$ cat src/rtl/tlc_pkg.sv
`default_nettype none
// ============================================================================
// Module   : tlc_pkg
// Brief    : Lamp codes, scheduler states and approach indices for the TLC.
// Revision : 1.0 - initial release
// ============================================================================
package tlc_pkg;

  localparam logic [1:0] LIGHT_GO   = 2'b01;
  localparam logic [1:0] LIGHT_STOP = 2'b10;
  localparam logic [1:0] LIGHT_WARN = 2'b11;

  localparam logic [1:0] DIR_E = 2'd0;
  localparam logic [1:0] DIR_W = 2'd1;
  localparam logic [1:0] DIR_S = 2'd2;
  localparam logic [1:0] DIR_N = 2'd3;

  typedef enum logic [1:0] {
    ALLRED = 2'd0,
    GREEN  = 2'd1,
    YELLOW = 2'd2
  } tlc_state_e;

  // Lamp pattern for all four approaches, indexed by approach number.
  function automatic logic [3:0][1:0] lamps_for(input tlc_state_e st, input logic [1:0] dir);
    logic [3:0][1:0] lamps;
    lamps = {4{LIGHT_STOP}};
    if (st == GREEN)  lamps[dir] = LIGHT_GO;
    if (st == YELLOW) lamps[dir] = LIGHT_WARN;
    return lamps;
  endfunction

endpackage
`default_nettype wire

$ cat src/rtl/tlc_rr_arbiter.sv
`default_nettype none
// ============================================================================
// Module   : tlc_rr_arbiter
// Brief    : Rotate-priority picker; scans last+1, last+2, last+3, last.
// Revision : 1.0 - initial release
// ============================================================================
module tlc_rr_arbiter
  import tlc_pkg::*;
(
  input  logic [3:0] req,
  input  logic [1:0] last,
  output logic [1:0] grant_idx,
  output logic       any_req
);

  logic [1:0] w_idx;

  // Walk offsets from farthest to nearest so the nearest set bit wins.
  always_comb begin
    grant_idx = last + 2'd1;
    any_req   = |req;
    w_idx     = last;
    for (int k = 4; k >= 1; k--) begin
      w_idx = last + 2'(k);
      if (req[w_idx]) grant_idx = w_idx;
    end
  end

endmodule
`default_nettype wire

$ cat src/rtl/tlc_phase_scheduler.sv
`default_nettype none
// ============================================================================
// Module   : tlc_phase_scheduler
// Brief    : Demand-actuated four-way phase scheduler with min/max green,
//            yellow and all-red clearance. Optional macro TLC_PREEMPT_EN adds
//            emergency-vehicle preemption (preempt, preempt_dir).
// Revision : 1.0 - initial release
// ============================================================================
module tlc_phase_scheduler
  import tlc_pkg::*;
#(
  parameter int GREEN_MIN = 4,
  parameter int GREEN_MAX = 10,
  parameter int YELLOW_T  = 2,
  parameter int ALLRED_T  = 1
)(
  input  logic       clk,
  input  logic       rst,
  input  logic       tick,
  input  logic [3:0] req,
`ifdef TLC_PREEMPT_EN
  input  logic       preempt,
  input  logic [1:0] preempt_dir,
`endif
  output logic [1:0] light_e,
  output logic [1:0] light_w,
  output logic [1:0] light_s,
  output logic [1:0] light_n,
  output logic [1:0] phase,
  output logic       busy_yel
);

  localparam int TW = $clog2(GREEN_MAX + 1);
  localparam logic [TW-1:0] c_gmin_last   = TW'(GREEN_MIN - 1);
  localparam logic [TW-1:0] c_gmax_last   = TW'(GREEN_MAX - 1);
  localparam logic [TW-1:0] c_yellow_last = TW'(YELLOW_T - 1);
  localparam logic [TW-1:0] c_allred_last = TW'(ALLRED_T - 1);

  tlc_state_e      r_state, w_state_nxt;
  logic [TW-1:0]   r_timer, w_timer_nxt;
  logic [1:0]      r_last,  w_last_nxt;
  logic [1:0]      r_phase, w_phase_nxt;
  logic [3:0][1:0] r_lights, w_lights_nxt;
  logic            r_busy,  w_busy_nxt;

  logic [3:0] w_other;
  logic [3:0] w_arb_req;
  logic [1:0] w_grant;
  logic [1:0] w_pick;
  logic       w_arb_any;
  logic       w_leave;

  // One arbiter serves both decisions: in GREEN it only reports whether any
  // other approach is waiting; elsewhere it picks the next grant.
  assign w_other   = req & ~(4'b0001 << r_phase);
  assign w_arb_req = (r_state == GREEN) ? w_other : req;

  tlc_rr_arbiter u_arb (
    .req       (w_arb_req),
    .last      (r_last),
    .grant_idx (w_grant),
    .any_req   (w_arb_any)
  );

  always_comb begin
    w_pick  = w_grant;
    w_leave = (r_timer >= c_gmin_last) && w_arb_any &&
              (!req[r_phase] || (r_timer >= c_gmax_last));
`ifdef TLC_PREEMPT_EN
    if (preempt) begin
      w_pick  = preempt_dir;
      w_leave = (r_phase != preempt_dir);
    end
`endif
  end

  always_comb begin
    w_state_nxt = r_state;
    w_timer_nxt = r_timer;
    w_phase_nxt = r_phase;
    w_last_nxt  = r_last;
    if (tick) begin
      case (r_state)
        ALLRED: begin
          if (r_timer == c_allred_last) begin
            w_state_nxt = GREEN;
            w_timer_nxt = '0;
            w_phase_nxt = w_pick;
            w_last_nxt  = w_pick;
          end else begin
            w_timer_nxt = r_timer + TW'(1);
          end
        end
        GREEN: begin
          if (w_leave) begin
            w_state_nxt = YELLOW;
            w_timer_nxt = '0;
          end else if (r_timer < c_gmax_last) begin
            w_timer_nxt = r_timer + TW'(1);
          end
        end
        YELLOW: begin
          if (r_timer == c_yellow_last) begin
            w_state_nxt = ALLRED;
            w_timer_nxt = '0;
          end else begin
            w_timer_nxt = r_timer + TW'(1);
          end
        end
        default: begin
          w_state_nxt = ALLRED;
          w_timer_nxt = '0;
        end
      endcase
    end
    w_lights_nxt = lamps_for(w_state_nxt, w_phase_nxt);
    w_busy_nxt   = (w_state_nxt == YELLOW);
  end

  always_ff @(posedge clk) begin
    if (rst) begin
      r_state  <= ALLRED;
      r_timer  <= '0;
      r_last   <= DIR_N;
      r_phase  <= DIR_N;
      r_lights <= {4{LIGHT_STOP}};
      r_busy   <= 1'b0;
    end else begin
      r_state  <= w_state_nxt;
      r_timer  <= w_timer_nxt;
      r_last   <= w_last_nxt;
      r_phase  <= w_phase_nxt;
      r_lights <= w_lights_nxt;
      r_busy   <= w_busy_nxt;
    end
  end

  assign light_e  = r_lights[DIR_E];
  assign light_w  = r_lights[DIR_W];
  assign light_s  = r_lights[DIR_S];
  assign light_n  = r_lights[DIR_N];
  assign phase    = r_phase;
  assign busy_yel = r_busy;

  // GO and WARN both have bit 0 set; STOP does not.
  a_single_go : assert property (@(posedge clk) disable iff (rst)
    $onehot0({light_n[0], light_s[0], light_w[0], light_e[0]}));

endmodule
`default_nettype wire
$ cat config.mk
export PLATFORM = sky130hd
export DESIGN_NAME = tlc_phase_scheduler
export DESIGN_NICKNAME = d
export VERILOG_FILES = /design/src/rtl/tlc_pkg.sv /design/src/rtl/tlc_rr_arbiter.sv /design/src/rtl/tlc_phase_scheduler.sv
export SDC_FILE = /design/constraint.sdc
export NUM_CORES = 1
export LEC_CHECK = 0
export BUFFER_PORTS_ARGS = -buffer_cell sky130_fd_sc_hd__buf_2
export CAP_MARGIN = 20
export CORE_UTILIZATION = 47
export DETAILED_ROUTE_END_ITERATION = 8
export GPL_ROUTABILITY_DRIVEN = 1
export HOLD_SLACK_MARGIN = 0.1
export PLACE_DENSITY_LB_ADDON = 0.1
export SLEW_MARGIN = 20
export SYNTH_ARGS = -nofsm -noshare
export SYNTH_HDL_FRONTEND = slang
export SYNTH_SLANG_ARGS = --single-unit
$ cat constraint.sdc
create_clock -name clk -period 2.4 [get_ports clk]
set_input_delay 0 -clock clk [delete_from_list [all_inputs] [get_ports clk]]
set_output_delay 0 -clock clk [all_outputs]
set_load 0.005 [all_outputs]
==> impl_metrics.ini <==
[run]
max_cap_violations = 0

[place]
hpwl_um = 2170
place.gp.congestion = 0.866
port_buffers = 17
dpl.cell_count = 181
dpl_cell_area_mm2 = 0.00139
dp_slack_ns = 0.00543

[synthesis]
synth-main-ff-cell = dfxtp_1
syn_area_mm2 = 0.00122
yosys.area_share.simple = 0.279
synth_cell_types = 53
yosys.area.top_type = dfxtp_1
synth_top_family_by_area = simple AND/OR/NAND/NOR gates
synth_nets = 140
synth-edff-count = 0
synth_top_area_share = 0.311
muxShareOfSynthArea = 0.0715
synth-seq-cells = 19
netlist_top_cells_area = dfxtp_1, ha_1, mux4_2
synthXorXnorAreaFrac = 0.00715
synth-seq-area-share = 0.311
netlist_instances = 129
synth-adder-area-share = 0.0409
yosys_warnings = 0
ys_async_sr_fraction = 0
syn_area_per_cell_um2 = 9.50
synth_compound_area_frac = 0.227

[hold_path]
hold_end = r_timer[1]$_SDFFE_PP0P_
holdCritPathClass = in -> reg
min_path_cells = 3
hp-start = tick

[critical_path]
crit_family = compound AO/OA/AOI/OAI gates
reg2reg_to = light_e[1]$_SDFF_PP1_
crit_fanout = 8
slowest_delay_ns = 0.50
crit_path_start_kind = register
worst-setup-path-type = reg -> reg
slowest_stage = mux4_2
cp.arrival_ns = 2.49
r2r-start = r_state[1]$_SDFF_PP0_
path_buf_inv = 1
required_ns = 2.59
ff2ff_path_depth = 7
r2r_slack_ns = 0.10
crit_chain = nand4bb_1, a211o_1, mux4_2, o2111a_1, a311oi_4, buf_4, nand2_1
crit_path_end_kind = register

[layout]
nets = 168
syn_to_final_growth_pct = 17.8
diodes = 0
drive_gt1_frac = 0.308
finalNonFillerCells = 186
fin_area_mm2 = 0.00144
postLayoutCoreUtil = 0.582

[power_and_ir_drop]
power_density_mw_per_mm2 = 577
power_mw = 0.833
peakVddDrop_v = 0.000553
leakagePower_nw = 0.602

[die]
die_y_um = 53.1
io_pins = 18
core_area_mm2 = 0.00248
die_width_um = 53.1
start_util = 0.494
std_cell_rows = 18
die-area_mm2 = 0.00281

[sta]
maxSlewViolCount = 0
setup_viol = 0
finalHoldViolCount = 0
period_share = 0.956
whs_ns = 0.204
finalCriticalPeriod_ns = 2.30
worst_pin_slew_ns = 0.470
rsz0062_at_grt = false
slew_headroom = 0.686
worst_slack_ns = 0.105
fin_tns_setup_ns = 0
skew_ns = 0.000991
fmax_mhz = 436

[clock_tree]
cts_num_sinks = 19
htree_levels = 1
cts_root_buf = clkbuf_4
cts_made_buffers = 3
cts.path.max_buffers = 2
clkTransAtPathRegs_ns = 0.11
cts_tree = done
clock_latency_ns = 0.30

[detailed_routing]
via_count = 1112
wl_per_cell_um = 14.8
detail_route.first_pass.iterations = 4
drc = 0
detail_route.iter0.violations = 24
via_per_inst = 5.98
ant_nets = 0
wirelength_um = 2750

[status]
status = complete, no violations

[global_route]
grt_max_degree = 13
gr-total-overflow = 0
track_usage = 0.216
antenna_found_initial = 0
grt_pass1_vias = 1016
grt_pass1_wl_um = 4440
==> worst register-to-register path, stage by stage, from the launching register on <==
cell and delay (ns):
dfxtp_2 0.39, nand4bb_1 0.24, a211o_1 0.32, mux4_2 0.50, o2111a_1 0.19, a311oi_4 0.29
buf_4 0.19, nand2_1 0.05
==> how the worst max path moves through the flow <==
stage	endpoint	start	depth (start not counted)
after floorplan	light_s[0]$_SDFF_PP0_	phase[1]$_SDFF_PP1_	7
after global placement	light_e[1]$_SDFF_PP1_	phase[1]$_SDFF_PP1_	7
after detailed placement	light_e[1]$_SDFF_PP1_	phase[1]$_SDFF_PP1_	7
after CTS	light_e[1]$_SDFF_PP1_	r_state[0]$_SDFF_PP0_	7
after global routing	light_e[1]$_SDFF_PP1_	r_timer[1]$_SDFFE_PP0P_	8
final	light_e[1]$_SDFF_PP1_	r_state[1]$_SDFF_PP0_	7
==> metal layers <==
layer | share of wire | GRT usage
met5 | 0 | 0
met4 | 0.0076 | 0.0439
met3 | 0.032 | 0.0517
met2 | 0.51 | 0.397
met1 | 0.45 | 0.250
==> Yosys cell counts (2+ instances only) <==
master,number
inv_1,8
buf_4,2
a221o_1,4
or3_1,3
o21ai_0,2
nand2_1,7
buf_6,2
nor4_1,2
nand3_1,3
nand4bb_1,3
nand2b_1,6
clkbuf_1,2
dfxtp_1,19
o21ai_1,4
o211ai_1,2
nor3_1,2
a211o_1,2
mux2i_1,2
ha_1,4
mux4_2,2
a31oi_1,2
nor2b_1,6
nor2_1,6
and2_1,4
nor4b_1,2
==> state kept, by name (all words and copies together), names as in the netlist <==
name / flops
r_timer: 4
r_last: 2
light_s: 2
r_state: 2
light_w: 2
phase: 2
light_n: 2
busy_yel: 1
light_e: 2
==> cell type report <==
type                    instances  area [um2]
clock buffers                   3        22.5
clock inverters                 1        7.51
fillers                       231        1030
inverters                       8        30.0
multi-input cells              95         774
flip-flops and latches         19         385
well taps                      30        37.5
repair buffers                 30         185
==> where the power goes <==
group          internal [mW]  switching, mW
combinational          0.147          0.143
sequential             0.345         0.0286
clock                 0.0635          0.106
==> timing repair <==
item / 4_1_cts / 5_1_grt
hold endpoints to repair: 10 / 0
gates cloned: 0 / 0
endpoints found under the setup margin: 4 / 10
setup buffers: 0 / 0
hold buffers: 1 / 0
gates resized for setup: 1 / 5
==> cells in the final DEF, fill, tap and decap left out, types with 4 or more instances in the layout <==
cell	n
dfxtp_2	4
o21ai_1	4
nor2_1	6
inv_1	8
and2_1	4
buf_4	12
nand2_1	7
buf_2	17
ha_1	4
a221o_1	4
nor2b_1	5
dfxtp_1	15
nand2b_1	6
==> logic make-up after synthesis <==
logic type / Yosys count
compound gates: 33
xor+xnor: 1
mux: 6
flops: 19
simple gates: 51
buf+inv: 15
fa+ha+maj: 4
No activity file was read; power rests on OpenSTA's default activity.
